File: config.mk
export PLATFORM = sky130hd
export DESIGN_NAME = read_audio
export DESIGN_NICKNAME = d
export VERILOG_FILES = /design/src/rtl/read_audio.sv
export SDC_FILE = /design/constraint.sdc
export NUM_CORES = 1
export LEC_CHECK = 0
export ABC_AREA = 1
export BUFFER_PORTS_ARGS = -buffer_cell sky130_fd_sc_hd__buf_2
export CORE_ASPECT_RATIO = 0.9
export CORE_MARGIN = 2
export CORE_UTILIZATION = 45
export DETAILED_ROUTE_END_ITERATION = 10
export GPL_TIMING_DRIVEN = 0
export PLACE_DENSITY_LB_ADDON = 0.12
export SYNTH_ARGS = -nofsm -noshare
export SYNTH_HDL_FRONTEND = slang
export SYNTH_SLANG_ARGS = --single-unit
File: constraint.sdc
create_clock -name clk -period 4.13 [get_ports clk]
set_input_delay 0.826 -clock clk [delete_from_list [all_inputs] [get_ports clk]]
set_output_delay 0.826 -clock clk [all_outputs]
set_load 0.03 [all_outputs]
File: src/rtl/read_audio.sv
// read_audio: streams one captured frame out of the sample RAM,
// optionally in bit-reversed address order, with a valid/ready handshake.
module read_audio #(
    parameter int ADDR_W  = 10,
    parameter int DATA_W  = 10,
    parameter int BIT_REV = 1
) (
    input  logic              clk,
    input  logic              rst_n,
    input  logic              i_do_read_audio,
    output logic              o_did_read_audio,
    output logic              o_busy,
    output logic              o_mem_rd_en,
    output logic [ADDR_W-1:0] o_mem_addr,
    input  logic [DATA_W-1:0] i_mem_data,
    output logic [DATA_W-1:0] o_sample_out,
    output logic              o_sample_valid,
    input  logic              i_sample_ready,
    output logic              o_sample_last,
    output logic [ADDR_W-1:0] o_sample_index
);

    typedef enum logic [2:0] {
        S_IDLE,
        S_READ,
        S_WAIT,
        S_PRESENT,
        S_DONE
    } state_t;

    state_t            r_state;
    logic [ADDR_W-1:0] r_index;
    logic [ADDR_W-1:0] w_next_idx;

    // Natural-order index to RAM address
    function automatic logic [ADDR_W-1:0] f_map(input logic [ADDR_W-1:0] a);
        logic [ADDR_W-1:0] r;
        r = a;
        if (BIT_REV != 0) begin
            for (int i = 0; i < ADDR_W; i++) begin
                r[i] = a[ADDR_W-1-i];
            end
        end
        return r;
    endfunction

    assign w_next_idx = r_index + ADDR_W'(1);

    // Frame sequencer; all outputs are registered alongside the state
    always_ff @(posedge clk) begin
        if (!rst_n) begin
            r_state          <= S_IDLE;
            r_index          <= '0;
            o_did_read_audio <= 1'b0;
            o_busy           <= 1'b0;
            o_mem_rd_en      <= 1'b0;
            o_mem_addr       <= '0;
            o_sample_out     <= '0;
            o_sample_valid   <= 1'b0;
            o_sample_last    <= 1'b0;
            o_sample_index   <= '0;
        end else begin
            o_did_read_audio <= 1'b0;
            unique case (r_state)
                S_IDLE: begin
                    if (i_do_read_audio) begin
                        r_index     <= '0;
                        o_mem_rd_en <= 1'b1;
                        o_mem_addr  <= f_map('0);
                        o_busy      <= 1'b1;
                        r_state     <= S_READ;
                    end
                end
                S_READ: begin
                    o_mem_rd_en <= 1'b0;
                    r_state     <= S_WAIT;
                end
                S_WAIT: begin
                    o_sample_out   <= i_mem_data;
                    o_sample_index <= r_index;
                    o_sample_last  <= (r_index == {ADDR_W{1'b1}});
                    o_sample_valid <= 1'b1;
                    r_state        <= S_PRESENT;
                end
                S_PRESENT: begin
                    if (i_sample_ready) begin
                        o_sample_valid <= 1'b0;
                        if (o_sample_last) begin
                            o_did_read_audio <= 1'b1;
                            r_state          <= S_DONE;
                        end else begin
                            r_index     <= w_next_idx;
                            o_mem_rd_en <= 1'b1;
                            o_mem_addr  <= f_map(w_next_idx);
                            r_state     <= S_READ;
                        end
                    end
                end
                S_DONE: begin
                    o_busy  <= 1'b0;
                    r_state <= S_IDLE;
                end
                default: begin
                    r_state <= S_IDLE;
                end
            endcase
        end
    end

endmodule

* Yosys cells after proc, flatten, opt, wreduce, memory -nomap -nowiden *
Index checks and enable logic that the tools add are counted.

word-level totals
  flip-flop bits (word level) = 48
  bits of input ports = 14
  output and inout port bits = 35
  word-level logic and storage cells = 49

cells by class
  $add $sub $neg = 1
  eq/ne operators = 8
  mux-type cells = 19
  reduce and logical (&&, ||, !) cells = 11

operator list
  kind                                            count
  two-way mux 10 bit                              5
  case mux 10 bit (2 select lines)                2
  case mux 3 bit (4 select lines)                 1
  adder 10 x 1 -> 10 bit (second input constant)  1
  == test 10 bit (second input constant)          1
  two-way mux 3 bit                               3
  AND reduction 4 bit                             2
  == test 3 x 2 -> 1 bit (second input constant)  2
  inequality test 2 bit (second input constant)   3
  AND reduction 2 bit                             3
  nonzero test 2 bit                              3
  two-way mux 1 bit                               5
  case mux 1 bit (2 select lines)                 2
  == test 3 x 1 -> 1 bit (second input constant)  1
  == test 3 bit (second input constant)           1
  logical NOT 3 bit                               1
  case mux 1 bit (3 select lines)                 1
  AND reduction 3 bit                             1
  nonzero test 3 bit                              1

* Depth between registers and ports, before layout *
  word-level depth = 4
  mapped depth = 10
  gate-level depth less buffers = 9

* Worst setup path after synthesis *
No wires, ideal clock.

  path kind = input to register
  start = input i_sample_ready
  end = register o_mem_addr[7]
  library setup time = 0.114 ns
  data arrival time = 1.476 ns
  data required time = 4.016 ns
  slack = 2.540 ns
  cell stages on the path = 8
  path buffers = 1
  cells stage by stage = inv_1 > nand2_1 > nand2_2 > nor2_4 > buf_6 > nand2_2 > nor2_1 > nor2_2

between the ends
  longest elaborated chain between the ends = 2

RTL lines
  item                             RTL line  source
  from (decl)                      18        input logic i_sample_ready,
  inequality test 2 bit (no line)  n/a
  AND reduction 4 bit (no line)    n/a
  to (signal assigned)             69        o_mem_addr <= f_map('0);
  to (signal assigned)             94        o_mem_addr <= f_map(w_next_idx);
  to (decl)                        14        output logic [ADDR_W-1:0] o_mem_addr,

Every way passes these cells.
A chain may end at the register's enable or synchronous reset.

* Final worst setup path *
  start = register o_mem_addr[4]
  end = output o_mem_addr[4]

No word-level cell between the ends.

==> impl_results.md <==
- Row Count: 20
- Crit path depth: 1
- Yosys warning count: 0
- Yosys reg bits: 38
- Nets@finish: just under 300
- Main combinational cell family by area after synthesis: simple AND/OR/NAND/NOR gates
- P&R area growth vs syn: 23.32%
- DR WL/cell: approximately 11 um
- Max IR drop VDD: 244.5 uV
- Largest net degree at the start of global routing: 12
- Clock Sinks: 38
- Residual DRC count: 0
- Number of global-route vias before repair: between 1000 and 1500
- Most common cell in the netlist: nor2_1
- Sequential share of the synthesized area: a little under half
- Worst R2R Setup Slack: 2.58 ns
- Ys flop type: dfxtp_1
- Number of diodes: 0
- Layout cells sized above 1: roughly a quarter
- Relative slew slack: between 70% and 80%
- # IOs: 49
- Hold Crit Class: flop to flop
- GP Congestion: ~0.86
- Vias per Instance: 4.791
- Total setup buffers inserted after CTS: 0
- Worst path bufs/invs: 1
- Fin. Hold Viols: 0
- XOR/XNOR Fraction of Synth Area: 0%
- Synth area leaders: dfxtp_1 (47%), nor2_1 (13%), nand2_1 (7.7%)
- Crit path max fanout: 7
- Worst-Skew Late Latency: about 0.28 ns
- Critical path required time: 3.30 ns
- H-Tree Depth: 2
- Fin Setup TNS: 0 ns
- Cell area after synthesis: approximately 0.0016 sq mm
- Via count: 1538
- Worst r2r path cells: 9
- Core area: roughly 0.0034 sq mm
- Skew final: 0.003572 ns
- Leak: between 0.0009 and 0.001 uW
- FFs w/ async S/R, synth: 0%
- Gr usage total: approximately a fifth
- Max incr delay on CP: ~0.48 ns
- Fillcell total: approximately 340
- Status: finished, final reports clean
- DPL Wire Length: ~2800 um
- RSZ-0062 raised after global routing: no
- Hold Buf Count CTS: 0
- Cts repair resizes: 0
- Critical Path End Type: output port
- Starting density of the core: a little under half
- Crit-path cells: buf_2
- Mux cell area share after synthesis: 0%
- Num CTS Buffers: 5
- Post-synth top cells: nor2_1 (54), dfxtp_1 (38), nand2_1 (33)
- Post-synthesis compound-gate area fraction: ~13%
- Initial DRC Count: 87
- Avg Cell Area, Syn: slightly above 7 sq um
- Critical path arrival: ~1.0 ns
- Initial antenna violation count: 0
- Fin crit period: roughly 1.8 ns
- Detail Route Antenna Nets: 0
- Finished layout cell area: between 0.0015 and 0.002 sq mm
- Adder-cell area share of the yosys netlist: 0.7800%
- Maximum Capacitance Violations: 0
- Share of the synthesized area in the top cell type: 47.43%
- Die height: between 60 and 70 um
- Setup Viol. Count Final: 0
- Worst setup SP type: flop
- Die area: a little over 0.004 sq mm
- P per Cell Area: about 440 mW/mm^2
- Fin. max-slew vios: 0
- Achievable frequency: around 540 MHz
- Critical path's top delay family: flip-flops
- Clock Path Buffers: 2
- DP Area: 0.001899 sq mm
- Total Routed Length: 3609 um
- Worst Max-Slew Pin Slew: 0.4411 ns
- Overflow after GRT: 0
- Yosys cell types: 23
- Final core occ: ~58%
- Die Width: roughly 67 um
- Cell count after synthesis: around 220
- Syn nets: about 240
- CP max stage cell: dfxtp_1
- CTS tree: yes
- Hold path cells: 2
- Yosys top cell by area: dfxtp_1
- Type of the worst setup path: flop to output port
- Fin crit share: between 40% and 50%
- Root buf cell: clkbuf_8
- First-pass GRT wire length: about 5900 um
- Reg clk slew, reported paths: about 0.070 ns
- DRT Pass-1 Iters: 4
- Post-synth EDFFs: 0
- Post-Synth Simple-Gate Area: approximately a third
- Port bufs: 48
==> cell usage in the layout, fill, tap and decap left out, drive strengths merged <==
master	netlist	layout
nor2	58	58
buf	4	52
dfxtp	38	38
nand2	38	38
o21ai	22	22
inv	21	21
a21oi	16	16
nand3	13	13
clkbuf	3	8
nor3	5	5
clkinv	0	2
a31oi	1	1
a211oi	1	1
nand4	1	1
ha	1	1
==> report_power, final <==
| part | leakage, uW | internal, uW | switching, uW |
|---|---|---|---|
| Sequential | 0.000310 | 399 | 20.7 |
| Clock | 0.0000438 | 113 | 121 |
| Combinational | 0.000618 | 63.4 | 149 |
==> metal layers <==
metal	share of wire [%]	GRT usage [%]
met1	49	26.05
met2	46	31.14
met5	0	0
met3	5.7	6.308
met4	0	3.499
==> through the flow <==
step | std cells | hold slack (ns) | power [uW] | setup slack, ns
finish | 321 | 0.4799 | 867.0 | 2.293
global route | 321 | 0.5099 | 913.9 | 2.245
CTS | 321 | 0.4817 | 877.1 | 2.292
detailed placement | 314 | 0.4699 | 642.1 | 2.307
global placement | 314 | 0.4499 | 640.2 | 2.319
floorplan | 222 | 0.5873 | 580.5 | 2.540
==> worst reg2reg max path: cells and delay by family, from the launching register on <==
kind | cells | cell delay (ns)
flops | 1 | 0.48
simple gates | 8 | 0.90
buf+inv | 1 | 0.06
==> flip-flops by register name (all words and copies together) (netlist names) <==
register,cells
o_sample_last,1
o_sample_out,10
o_sample_index,10
o_did_read_audio,1
o_sample_valid,1
o_busy,1
o_mem_addr,9
o_mem_rd_en,1
r_state,3
r_index,1
==> area by class of cell <==
type / count / area, sq um / area share [%]
flip-flops and latches: 38 / 760.7 / 38.46
plain buffers: 7 / 37.54 / 1.898
multi-input cells: 156 / 726.9 / 36.75
well taps: 44 / 55.05 / 2.783
clock buffers: 5 / 68.82 / 3.479
clock inverters: 2 / 10.01 / 0.5060
inverters: 21 / 78.83 / 3.985
repair buffers: 48 / 240.2 / 12.14
==> final timing paths <==
check | start | end
setup / recovery | o_mem_addr[4] | o_mem_addr[4]
hold / removal | o_sample_valid | o_sample_valid
setup reg to reg | r_state[0] | o_mem_addr[2]
hold reg to reg | o_sample_valid | o_sample_valid
==> cells by family after synthesis <==
kind of cell	after synthesis
and+or+nand+nor	115
buffers and inverters	28
adders and majority gates	1
AOI/OAI and AO/OA	40
DFF	38
No activity file was read; power rests on OpenSTA's default activity.
